`config.mk`:
```
export PLATFORM = sky130hd
export DESIGN_NAME = lnnae_controller_flat
export DESIGN_NICKNAME = d
export VERILOG_FILES = /design/src/rtl/lnnae_pkg.sv /design/src/rtl/lnnae_controller_if.sv /design/src/rtl/lnnae_row_buffer.sv /design/src/rtl/lnnae_controller.sv /design/src/flat_wrapper.sv
export SDC_FILE = /design/constraint.sdc
export NUM_CORES = 1
export LEC_CHECK = 0
export CAP_MARGIN = 40
export CELL_PAD_IN_SITES_DETAIL_PLACEMENT = 0
export CELL_PAD_IN_SITES_GLOBAL_PLACEMENT = 1
export CORE_MARGIN = 2
export CORE_UTILIZATION = 30
export DETAILED_ROUTE_END_ITERATION = 7
export DONT_BUFFER_PORTS = 1
export PLACE_DENSITY_LB_ADDON = 0.1
export SLEW_MARGIN = 30
export SYNTH_ARGS = -nofsm -noshare
export SYNTH_HDL_FRONTEND = slang
export SYNTH_SLANG_ARGS = --single-unit
```
`constraint.sdc`:
```
create_clock -name clock -period 1.9 [get_ports clock]
set_clock_uncertainty 0.1 [all_clocks]
set_input_delay 0.475 -clock clock [delete_from_list [all_inputs] [get_ports clock]]
set_output_delay 0.475 -clock clock [all_outputs]
set_load 0.1 [all_outputs]
```
`src/rtl/lnnae_pkg.sv`:
```
// Shared constants and FSM state encoding for the LNN array-engine controller.
// Latency and flow control are defined by lnnae_controller; this file holds only types.
package lnnae_pkg;
  localparam int   LNNAE_N_DEFAULT = 4;
  localparam logic HORIZONTAL      = 1'b0;
  localparam logic VERTICAL        = 1'b1;

  typedef enum logic [2:0] {
    IDLE,
    COLLECT,
    LOAD,
    CALC,
    CAPTURE,
    DONE
  } state_t;
endpackage

```
`src/rtl/lnnae_controller_if.sv`:
```
// Host/array-side signal bundle for lnnae_controller; the controller uses the slave modport.
// Rows flow in with a valid/ready pair, and the array strobes and the result flow out.
interface lnnae_controller_if
  import lnnae_pkg::*;
#(
  parameter int N = LNNAE_N_DEFAULT
);
  logic         start;
  logic [N-1:0] row_in;
  logic         row_valid;
  logic         row_ready;
  logic [7:0]   cnot_count;
  logic         loading;
  logic         enable;
  logic         shiftdirection;
  logic [N-1:0] datain;
  logic         busy;
  logic [7:0]   result;
  logic         result_valid;

  modport master (
    output start, row_in, row_valid, cnot_count,
    input  row_ready, loading, enable, shiftdirection, datain, busy, result, result_valid
  );

  modport slave (
    input  start, row_in, row_valid, cnot_count,
    output row_ready, loading, enable, shiftdirection, datain, busy, result, result_valid
  );
endinterface

```
`src/rtl/lnnae_row_buffer.sv`:
```
// N x N row store with one write port and one combinational read port.
// Writes take effect on the clock edge; there is no flow control because the caller owns indexing.
module lnnae_row_buffer
  import lnnae_pkg::*;
#(
  parameter int N = LNNAE_N_DEFAULT
) (
  input  logic                 clock,
  input  logic                 reset,
  input  logic                 i_wr_en,
  input  logic [$clog2(N)-1:0] i_wr_idx,
  input  logic [N-1:0]         i_wr_data,
  input  logic [$clog2(N)-1:0] i_rd_idx,
  output logic [N-1:0]         o_rd_data
);
  logic [N-1:0] r_mem [N];

  always_ff @(posedge clock or posedge reset) begin
    if (reset) begin
      for (int i = 0; i < N; i++) r_mem[i] <= '0;
    end else if (i_wr_en) begin
      r_mem[i_wr_idx] <= i_wr_data;
    end
  end

  assign o_rd_data = r_mem[i_rd_idx];
endmodule

```
`src/rtl/lnnae_controller.sv`:
```
// Sequences row collection, array load, 2(N-1)^2 compute cycles and CNOT-count capture.
// Result appears 2N+2(N-1)^2+2 cycles after start with back-to-back rows; row gaps stall COLLECT.
module lnnae_controller
  import lnnae_pkg::*;
#(
  parameter int N = LNNAE_N_DEFAULT
) (
  input logic               clock,
  input logic               reset,
  lnnae_controller_if.slave bus
);
  localparam int             IW        = $clog2(N);
  localparam int             PW        = (N > 2) ? $clog2(N - 1) : 1;
  localparam logic [IW-1:0]  LAST_ROW  = IW'(N - 1);
  localparam logic [PW-1:0]  LAST_STEP = PW'(N - 2);

  state_t        r_state;
  logic [IW-1:0] r_wr_idx;
  logic [IW-1:0] r_ld_idx;
  logic [PW-1:0] r_phase;
  logic [PW-1:0] r_pass;
  logic          r_row_ready;
  logic          r_loading;
  logic          r_enable;
  logic          r_dir;
  logic          r_busy;
  logic          r_result_valid;
  logic [N-1:0]  r_datain;
  logic [7:0]    r_result;

  logic          w_wr_en;
  logic [IW-1:0] w_rd_idx;
  logic [N-1:0]  w_rd_data;

  assign w_wr_en = (r_state == COLLECT) && r_row_ready && bus.row_valid;
  // datain is registered, so the buffer is read one slot ahead of the row currently on datain.
  assign w_rd_idx = (r_state == LOAD && r_ld_idx != LAST_ROW) ? r_ld_idx + 1'b1 : '0;

  lnnae_row_buffer #(.N(N)) u_row_buffer (
    .clock     (clock),
    .reset     (reset),
    .i_wr_en   (w_wr_en),
    .i_wr_idx  (r_wr_idx),
    .i_wr_data (bus.row_in),
    .i_rd_idx  (w_rd_idx),
    .o_rd_data (w_rd_data)
  );

  always_ff @(posedge clock or posedge reset) begin
    if (reset) begin
      r_state        <= IDLE;
      r_wr_idx       <= '0;
      r_ld_idx       <= '0;
      r_phase        <= '0;
      r_pass         <= '0;
      r_row_ready    <= 1'b0;
      r_loading      <= 1'b0;
      r_enable       <= 1'b0;
      r_dir          <= VERTICAL;
      r_busy         <= 1'b0;
      r_result_valid <= 1'b0;
      r_datain       <= '0;
      r_result       <= '0;
    end else begin
      r_result_valid <= 1'b0;
      case (r_state)
        IDLE: if (bus.start) begin
          r_state     <= COLLECT;
          r_busy      <= 1'b1;
          r_row_ready <= 1'b1;
          r_wr_idx    <= '0;
        end
        COLLECT: if (w_wr_en) begin
          if (r_wr_idx == LAST_ROW) begin
            r_state     <= LOAD;
            r_row_ready <= 1'b0;
            r_loading   <= 1'b1;
            r_datain    <= w_rd_data;
            r_ld_idx    <= '0;
          end else begin
            r_wr_idx <= r_wr_idx + 1'b1;
          end
        end
        LOAD: if (r_ld_idx == LAST_ROW) begin
          r_state   <= CALC;
          r_loading <= 1'b0;
          r_datain  <= '0;
          r_enable  <= 1'b1;
          r_dir     <= VERTICAL;
          r_phase   <= '0;
          r_pass    <= '0;
        end else begin
          r_ld_idx <= r_ld_idx + 1'b1;
          r_datain <= w_rd_data;
        end
        CALC: if (r_phase != LAST_STEP) begin
          r_phase <= r_phase + 1'b1;
        end else begin
          r_phase <= '0;
          if (r_dir == VERTICAL) begin
            r_dir <= HORIZONTAL;
          end else if (r_pass == LAST_STEP) begin
            r_state  <= CAPTURE;
            r_enable <= 1'b0;
            r_dir    <= VERTICAL;
          end else begin
            r_pass <= r_pass + 1'b1;
            r_dir  <= VERTICAL;
          end
        end
        CAPTURE: begin
          r_result       <= bus.cnot_count;
          r_result_valid <= 1'b1;
          r_state        <= DONE;
        end
        DONE: begin
          r_busy  <= 1'b0;
          r_state <= IDLE;
        end
        default: r_state <= IDLE;
      endcase
    end
  end

  assign bus.row_ready      = r_row_ready;
  assign bus.loading        = r_loading;
  assign bus.enable         = r_enable;
  assign bus.shiftdirection = r_dir;
  assign bus.datain         = r_datain;
  assign bus.busy           = r_busy;
  assign bus.result         = r_result;
  assign bus.result_valid   = r_result_valid;
endmodule

```
`src/flat_wrapper.sv`:
```
// flat-port wrapper written by rule: the top's interface ports become plain ports
module lnnae_controller_flat import lnnae_pkg::*;
#(
  parameter int N = LNNAE_N_DEFAULT
)
  (clock, reset, bus_start, bus_row_in, bus_row_valid, bus_cnot_count, bus_row_ready, bus_loading, bus_enable, bus_shiftdirection, bus_datain, bus_busy, bus_result, bus_result_valid);
  lnnae_controller_if #(.N(N)) bus_i ();
  input logic clock;
  input logic reset;
  input wire logic [$bits(bus_i.start)-1:0] bus_start;
  input wire logic [$bits(bus_i.row_in)-1:0] bus_row_in;
  input wire logic [$bits(bus_i.row_valid)-1:0] bus_row_valid;
  input wire logic [$bits(bus_i.cnot_count)-1:0] bus_cnot_count;
  output wire logic [$bits(bus_i.row_ready)-1:0] bus_row_ready;
  output wire logic [$bits(bus_i.loading)-1:0] bus_loading;
  output wire logic [$bits(bus_i.enable)-1:0] bus_enable;
  output wire logic [$bits(bus_i.shiftdirection)-1:0] bus_shiftdirection;
  output wire logic [$bits(bus_i.datain)-1:0] bus_datain;
  output wire logic [$bits(bus_i.busy)-1:0] bus_busy;
  output wire logic [$bits(bus_i.result)-1:0] bus_result;
  output wire logic [$bits(bus_i.result_valid)-1:0] bus_result_valid;
  assign bus_i.start = bus_start;
  assign bus_i.row_in = bus_row_in;
  assign bus_i.row_valid = bus_row_valid;
  assign bus_i.cnot_count = bus_cnot_count;
  assign bus_row_ready = bus_i.row_ready;
  assign bus_loading = bus_i.loading;
  assign bus_enable = bus_i.enable;
  assign bus_shiftdirection = bus_i.shiftdirection;
  assign bus_datain = bus_i.datain;
  assign bus_busy = bus_i.busy;
  assign bus_result = bus_i.result;
  assign bus_result_valid = bus_i.result_valid;
  lnnae_controller #(.N(N)) u_core (.clock(clock), .reset(reset), .bus(bus_i));
endmodule
```
Yosys cells after proc, flatten, opt, wreduce, memory -nomap -nowiden
Cells that the tools add are included.
{"block": "word_totals", "input_bits": 16, "out_inout_bits": 18, "regBits": 45}
{"block": "classes", "n_eq_ne": 20, "reduce_logical": 20, "n_bitwise": 2, "order_cmp": 3, "addsub": 4, "mux": 52}
{"cell": "$mux W2", "n": 12}
{"cell": "$mux W4", "n": 6}
{"cell": "$ne A2 B2 Y1 const B", "n": 11}
{"cell": "$mux W3", "n": 7}
{"cell": "$bwmux W16", "n": 1}
{"cell": "$pmux W2 S2", "n": 4}
{"cell": "$reduce_and A4 Y1", "n": 4}
{"cell": "$pmux W3 S5", "n": 1}
{"cell": "$mux W1", "n": 13}
{"cell": "$pmux W1 S2", "n": 5}
{"cell": "$reduce_and A5 Y1", "n": 2}
{"cell": "$add A2 B1 Y2 const B", "n": 4}
{"cell": "$bmux W4 S2", "n": 1}
{"cell": "$demux W4 S2", "n": 1}
{"cell": "$pmux W4 S2", "n": 1}
{"cell": "$reduce_bool A2 Y1", "n": 4}
{"cell": "$reduce_and A7 Y1", "n": 1}
{"cell": "$eq A2 B2 Y1 const B", "n": 3}
{"cell": "$eq A3 B2 Y1 const B", "n": 2}
{"cell": "$eq A3 B3 Y1 const B", "n": 2}
{"cell": "$ge A3 B3 Y1 const B", "n": 2}
{"cell": "$not A2 Y3", "n": 2}
{"cell": "$reduce_and A3 Y1", "n": 2}
{"cell": "$logic_and A1 B1 Y1", "n": 4}
{"cell": "5 further kinds", "n": 6}

Logic depth before layout (Yosys ltp)
Gate-level depths: netlist (run 1).
{"block": "logic_depth", "depth_word": 10, "ltp_mapped": 6, "ltp_nobuf": 6}

Modules after synthesis
Synthesis (run 1) repeated with hierarchy kept, for this count alone.
{"block": "hier_totals", "hier_cells": 169, "area_unflattened_um2": 2127.0}
{"mod": "lnnae_controller", "cells_each": 128, "instances": 1, "area_per_inst_um2": 1413.9}
{"mod": "lnnae_row_buffer", "cells_each": 41, "instances": 1, "area_per_inst_um2": 713.2}

Worst setup path after synthesis (run 1)
No wires, ideal clock.
{"block": "synth_path", "path_type": "flip-flop to flip-flop", "from": "register u_core.r_row_ready, in the netlist u_core.bus.row_ready", "to": "register u_core.u_row_buffer.r_mem[10] (netlist name)", "arrival_ns": 1.947, "stages_incl_launch_ff": 5, "setup_slack_ns": -0.272, "cell_sequence": "dfrtp_1 > nand2_1 > nor2_8 > nand2_4 > mux2_4"}
{"block": "synth_between", "elab_chain_len": 2}
{"item": "from (decl)", "line": "lnnae_controller.sv:22", "rtl": "logic r_row_ready;"}
{"item": "from (signal assigned)", "line": "lnnae_controller.sv:56", "rtl": "r_row_ready <= 1'b0;"}
{"item": "from (signal assigned)", "line": "lnnae_controller.sv:70", "rtl": "r_row_ready <= 1'b1;"}
{"item": "from (signal assigned)", "line": "lnnae_controller.sv:76", "rtl": "r_row_ready <= 1'b0;"}
{"item": "$logic_and A1 B1 Y1 (2 in series)", "line": "lnnae_controller.sv:35", "rtl": "assign w_wr_en = (r_state == COLLECT) && r_row_ready && bus.row_valid;"}
{"item": "to (signal, indexed assignment)", "line": "lnnae_row_buffer.sv:22", "rtl": "r_mem[i_wr_idx] <= i_wr_data;"}
{"item": "to (decl)", "line": "lnnae_row_buffer.sv:16", "rtl": "logic [N-1:0] r_mem [N];"}
Every way passes these cells.
A chain may end at the register's enable or synchronous reset.

Worst setup path in the final report (run 1)
{"block": "layout_path", "from": "register u_core.r_ld_idx[0]", "to": "register u_core.r_datain[1], in the netlist u_core.bus.datain[1]"}
{"block": "layout_between", "elab_chain_len": 10}
{"item": "from (decl)", "line": "lnnae_controller.sv:19", "rtl": "logic [IW-1:0] r_ld_idx;"}
{"item": "from (signal assigned)", "line": "lnnae_controller.sv:93", "rtl": "r_ld_idx <= r_ld_idx + 1'b1;"}
{"item": "branches (longest 9 deep; another with $add A2 B1 Y2)"}
{"item": "$pmux W4 S2 *", "line": "lnnae_controller.sv:66", "rtl": "case (r_state)"}
{"item": "to (signal assigned)", "line": "lnnae_controller.sv:78", "rtl": "r_datain <= w_rd_data;"}
{"item": "to (signal assigned)", "line": "lnnae_controller.sv:94", "rtl": "r_datain <= w_rd_data;"}
{"item": "to (decl)", "line": "lnnae_controller.sv:28", "rtl": "logic [N-1:0] r_datain;"}
Every way passes the cells marked *. The select of a mux whose other input is x is not followed.

==> results of run 1 <==
-- worst max-delay path, stage by stage (launching register included) --
cell     delay (ns)
dfrtp_1        0.40
ha_2           0.22
or4b_4         0.55
nor2_8         0.14
nand2_1        0.06
a32o_1         0.26
-- state kept, by name, summed over array words and instances (netlist names), 2 cells and up --
register	count
u_core.bus.datain	4
u_core.bus.result	8
u_core.r_ld_idx	2
u_core.r_pass	2
u_core.r_phase	2
u_core.r_state	3
u_core.r_wr_idx	2
u_core.u_row_buffer.r_mem	16
-- synth_stat cells, types with 3 or more instances --
master,number,area (um2)
clkbuf_1,3,11.26
mux2_4,12,180.2
nand2_1,14,52.55
nand3_1,4,20.02
mux2i_1,4,40.04
o21ai_0,5,25.02
a32o_1,4,40.04
o2bb2ai_1,6,52.55
nand2_4,3,33.78
ha_1,6,75.07
mux2_2,13,146.4
a21oi_1,11,55.05
dfrtp_1,44,1101
nor2_1,5,18.77
buf_2,3,15.01
inv_1,11,41.29
nor2b_1,4,25.02
buf_6,3,33.78
-- how the worst max path moves through the flow --
| stage | to | slack [ns] |
|---|---|---|
| 4_1_cts | u_core.bus.datain[0] | 0.003 |
| 3_3_place_gp | u_core.bus.datain[0] | -0.06 |
| 3_5_place_dp | u_core.bus.datain[0] | -0.02 |
| 6_report | u_core.bus.datain[1] | 0.07 |
| 2_1_floorplan | u_core.u_row_buffer.r_mem[10] | 0.1 |
| 5_1_grt | u_core.bus.datain[1] | 0.008 |
-- repair_timing --
| action | 4_1_cts | 5_1_grt |
|---|---|---|
| pin swaps | 0 | 2 |
| setup endpoints to repair | 5 | 7 |
| hold buffers | 1 | 0 |
| setup buffers | 0 | 0 |
| resized for setup | 1 | 8 |
| hold endpoints to repair | 44 | 0 |
-- through the flow --
step / std cells / TNS (ns) / worst slack (ns) / hold WS (ns) / area [um2]
2_1_floorplan: 188 / 0 / 0.09926 / 0.3612 / 2272
3_3_place_gp: 313 / -0.1407 / -0.05531 / 0.3123 / 2611
3_5_place_dp: 313 / -0.04132 / -0.02342 / 0.3227 / 2611
4_1_cts: 322 / 0 / 0.003481 / 0.2064 / 2758
5_1_grt: 322 / 0 / 0.008017 / 0.1914 / 2806
6_report: 322 / 0 / 0.06924 / 0.2120 / 2806
-- area by class of cell --
cell class | instances | area, um2
fillers | 719 | 4486
flip-flops and latches | 45 | 1129
clock buffers | 5 | 68.82
well taps | 99 | 123.9
clock inverters | 3 | 65.06
inverters | 11 | 41.29
repair buffers | 36 | 289.0
multi-input cells | 123 | 1090
-- placed cells by master (no fill, tap or decap), drive strengths merged, types with 2 or more instances in the layout --
| master | count |
|---|---|
| clkbuf | 5 |
| o21ai | 6 |
| o311ai | 2 |
| o22ai | 2 |
| nor3 | 2 |
| a32o | 4 |
| nor2b | 4 |
| o211ai | 2 |
| mux2 | 25 |
| o2bb2ai | 6 |
| bufinv | 2 |
| dfrtp | 44 |
| ha | 6 |
| nor2 | 8 |
| mux2i | 4 |
| or4b | 3 |
| a21o | 2 |
| o31ai | 2 |
| inv | 11 |
| buf | 35 |
| a21oi | 11 |
| nand2b | 2 |
| nand2 | 17 |
| nand3 | 4 |
-- layer usage --
layer | up-vias | wire, um
met2 | 26 | 2410
met3 | 6 | 182
met1 | 774 | 2560
li1 | 750 | -
met4 | 0 | 75
met5 | - | 0
-- kinds of logic after synthesis --
kind of cell	after synthesis	synth area share, %
adders and majority gates	6	3.306
muxes	29	16.14
AOI/OAI and AO/OA	41	12.78
buffers and inverters	20	4.462
and+or+nand+nor	47	13.66
DFF	45	49.64
==> results.json, run 1 <==
{
  "outcome": "complete, no violations",
  "critical_path_class": "flip-flop to flip-flop",
  "synth-edff-count": 0,
  "worst-slew-pin-transition_ns": 0.3989,
  "ys.flop_type": "dfrtp_1",
  "syn_nets": 210,
  "met3_usage_pct": 3.651,
  "wl_um": 5228,
  "setup_violations": 0,
  "grt_usage_pct": 13.76,
  "crit_required_ns": 2.00,
  "clk_latency_ns": 0.30,
  "grtUsageMet2_pct": 20.99,
  "critPathArrivalTime_ns": 1.93,
  "drv_slew": 0,
  "period_minus_slack_ns": 1.831,
  "die_area_um2": 8282,
  "drc_errors": 0,
  "worstReg2RegStart": "u_core.r_ld_idx[0]",
  "gp_congestion": 0.7626,
  "max_freq_mhz": 546.2,
  "synthCells": 188,
  "fp.dieW_um": 91.01,
  "netlist_area_um2": 2271,
  "cts_tree": "yes",
  "end_kind": "flip-flop",
  "core_area_um2": 7292,
  "cp-startpoint": "u_core.r_ld_idx[0]",
  "hp-start": "bus_row_in[3]",
  "grt.overflow.total": 0,
  "hold_violations": 0,
  "wl_per_cell_um": 16.24,
  "yosys.cell_types.count": 43,
  "cts.sinks": 45,
  "num_vias": 1556,
  "grt_pass1_wl_um": 8887,
  "start_util_pct": 31.14,
  "reg2reg_slack_ns": 0.07,
  "grt_pass1_vias": 1716,
  "antenna_left": 0,
  "ys_ff_latch": 45,
  "seq_area_frac_synth_pct": 49.64,
  "top_usage_layer": "met2",
  "reg2reg_to": "u_core.bus.datain[1]",
  "hold_path_class": "input port to flip-flop",
  "hpwl_um": 3936,
  "htree_levels": 2,
  "syn_avg_cell_area_um2": 12.08,
  "period_share_pct": 96.36,
  "maxSlewHeadroom_pct": 73.41,
  "fin_nets": 244,
  "clk_pin_slew_worst_paths_ns": 0.09,
  "antenna_found_initial": 0,
  "worstHoldEndpoint": "u_core.u_row_buffer.r_mem[15]",
  "rsz0062_at_grt": "false",
  "grt_max_degree": 46,
  "firstDrtPassIters": 4,
  "final_util_pct": 38.49,
  "cp-start-kind": "flip-flop",
  "cap_viol_max_count": 0,
  "numCtsBuffers": 5,
  "crit_path_max_fanout": 4,
  "synthArstFlopShare_pct": 100.0,
  "ios": 34,
  "drtIter0Drc": 59,
  "portBuffers": 0,
  "grtUsageMet1_pct": 18.55,
  "fp.dieH_um": 91.01,
  "holdPathStages": 1,
  "area_delta_synth_final_pct": 23.58,
  "drive_gt1_share_pct": 38.57,
  "r2r_cells": 5,
  "cts_max_path_buffers": 2,
  "root_buffer": "clkbuf_8",
  "routed_via_density": 4.832,
  "antenna_cells": 0,
  "synth_warnings": 0,
  "num_rows": 31
}
Power of run 1 is left out: the tool's default activity adds up to more than one toggle a clock period on the data nets, which glitch-free logic cannot reach.
==> inputs of run 2 (changes only) <==
Settings changed: CORE_MARGIN 2 to 4.
==> run 2 against run 1 <==
- register-to-register slack is essentially flat
- worst setup slack better by 0.0043 ns
- final area fell by 1.6%
- sequential cell count did not move
- global-route usage is 0.73 points lower
- core utilization shrank 0.62 points
- final cell count increased by 0.93%
- maximum frequency increased by 0.23%
- critical path depth is the same
- die area grew 9.0%
- first-iteration DRC count shrank 27%
- via count down 0.19%
==> results.json, run 2 (same netlist as run 1, synthesis figures left out) <==
{
  "largest_reg_flops": 16,
  "grt.overflow.total": 0,
  "max_freq_mhz": 547.5,
  "setup_violations": 0,
  "htree_levels": 2,
  "cts.sinks": 45,
  "antenna_found_initial": 0,
  "start_util_pct": 31.14,
  "fillers": 750,
  "root_buffer": "clkbuf_8",
  "wl_um": 5223,
  "hpwl_um": 3965,
  "critPathArrivalTime_ns": 1.96,
  "cts_tree": "yes",
  "drc_errors": 0,
  "antenna_left": 0,
  "routed_via_density": 4.778,
  "mostFrequentLayoutCell": "dfrtp_1",
  "period_share_pct": 96.13,
  "drive_gt1_share_pct": 38.50,
  "fp.dieW_um": 95.01,
  "clk_pin_slew_worst_paths_ns": 0.09,
  "cap_viol_max_count": 0,
  "dp_cells": 311,
  "drtIter0Drc": 43,
  "r2r_cells": 5,
  "hold_path_class": "input port to flip-flop",
  "worstHoldEndpoint": "u_core.u_row_buffer.r_mem[13]",
  "crit_required_ns": 2.03,
  "outcome": "complete, no violations",
  "ios": 34,
  "grt_pass1_wl_um": 9032,
  "holdPathStages": 1,
  "reg2reg_slack_ns": 0.07,
  "hold_violations": 0,
  "num_vias": 1553,
  "area_delta_synth_final_pct": 21.60,
  "final_cell_mix": "dfrtp_1, buf_4, nand2_1, mux2_2, mux2_4",
  "drv_slew": 0,
  "antenna_cells": 0,
  "crit_path_max_fanout": 5,
  "num_rows": 31,
  "period_minus_slack_ns": 1.826,
  "wl_per_cell_um": 16.07,
  "maxSlewHeadroom_pct": 68.01,
  "top_register": "u_core.u_row_buffer.r_mem",
  "rsz0062_at_grt": "false",
  "cp-start-kind": "flip-flop",
  "grt_pass1_vias": 1682,
  "fin_nets": 247,
  "grt_usage_pct": 13.03,
  "instances_no_fill": 325,
  "grt_max_degree": 26,
  "core_area_um2": 7292,
  "critical_path_class": "flip-flop to flip-flop",
  "worst-slew-pin-transition_ns": 0.4791,
  "gp_congestion": 0.7567,
  "end_kind": "flip-flop",
  "clk_latency_ns": 0.29,
  "reg2reg_to": "u_core.bus.datain[2]",
  "cts_max_path_buffers": 2,
  "hp-start": "bus_row_in[1]",
  "fp.dieH_um": 95.01,
  "portBuffers": 0,
  "firstDrtPassIters": 4,
  "die_area_um2": 9026,
  "worstReg2RegStart": "u_core.r_ld_idx[1]",
  "hold_slack_ns": 0.2216,
  "numCtsBuffers": 5
}
[run 2: critical path, cell delays in order (launching register included)]
cell     delay (ns)
dfrtp_1        0.42
ha_4           0.19
or4b_4         0.55
buf_4          0.17
o21ai_2        0.12
a32o_1         0.22
[run 2: stage by stage]
stage | TNS (ns) | utilization [%] | setup slack, ns | instance area [um2]
after global placement | -0.02669 | 35.60 | -0.01016 | 2596
after detailed placement | -0.1155 | 35.60 | -0.04173 | 2596
after CTS | 0 | 37.78 | 0.001207 | 2755
after floorplan | 0 | - | 0.09926 | 2272
final | 0 | 37.87 | 0.07350 | 2761
after global routing | 0 | 37.87 | 0.003944 | 2761
[run 2: cell type report]
type                       instances  area, um2  share of cell area (%)
multi-input combinational        123       1062                   38.47
inverter                          11      41.29                   1.495
timing repair buffer              39      307.8                   11.15
tap                               99      123.9                   4.486
clock inverter                     2      13.76                  0.4984
sequential                        45       1130                   40.92
clock buffer                       6      82.58                   2.990
[run 2: worst max path at each step]
stage          cells after the start                  from  slack [ns]                       endpoint
2_1_floorplan                      4  u_core.bus.row_ready         0.1  u_core.u_row_buffer.r_mem[10]
3_3_place_gp                       5    u_core.r_ld_idx[0]       -0.01           u_core.bus.datain[1]
3_5_place_dp                       5    u_core.r_ld_idx[0]       -0.04           u_core.bus.datain[1]
4_1_cts                            5    u_core.r_ld_idx[1]       0.001           u_core.bus.datain[2]
5_1_grt                            5    u_core.r_ld_idx[1]       0.004           u_core.bus.datain[0]
6_report                           5    u_core.r_ld_idx[1]        0.07           u_core.bus.datain[2]
[run 2: what timing repair did]
action | 4_1_cts | 5_1_grt
pin swaps | 7 | 2
endpoints found under the setup margin | 4 | 6
resized for setup | 3 | 2
hold buffers | 1 | 0
hold endpoints to repair | 19 | 0
buffers inserted | 5 | 0
[run 2: metal layers]
layer	wire [um]	global-route usage [%]	vias up
met2	2328	20.02	27
met3	267	3.984	4
met4	44	3.245	0
li1	-	-	752
met1	2583	17.87	770
met5	0	0	-
Power of run 2 is left out for the same reason.
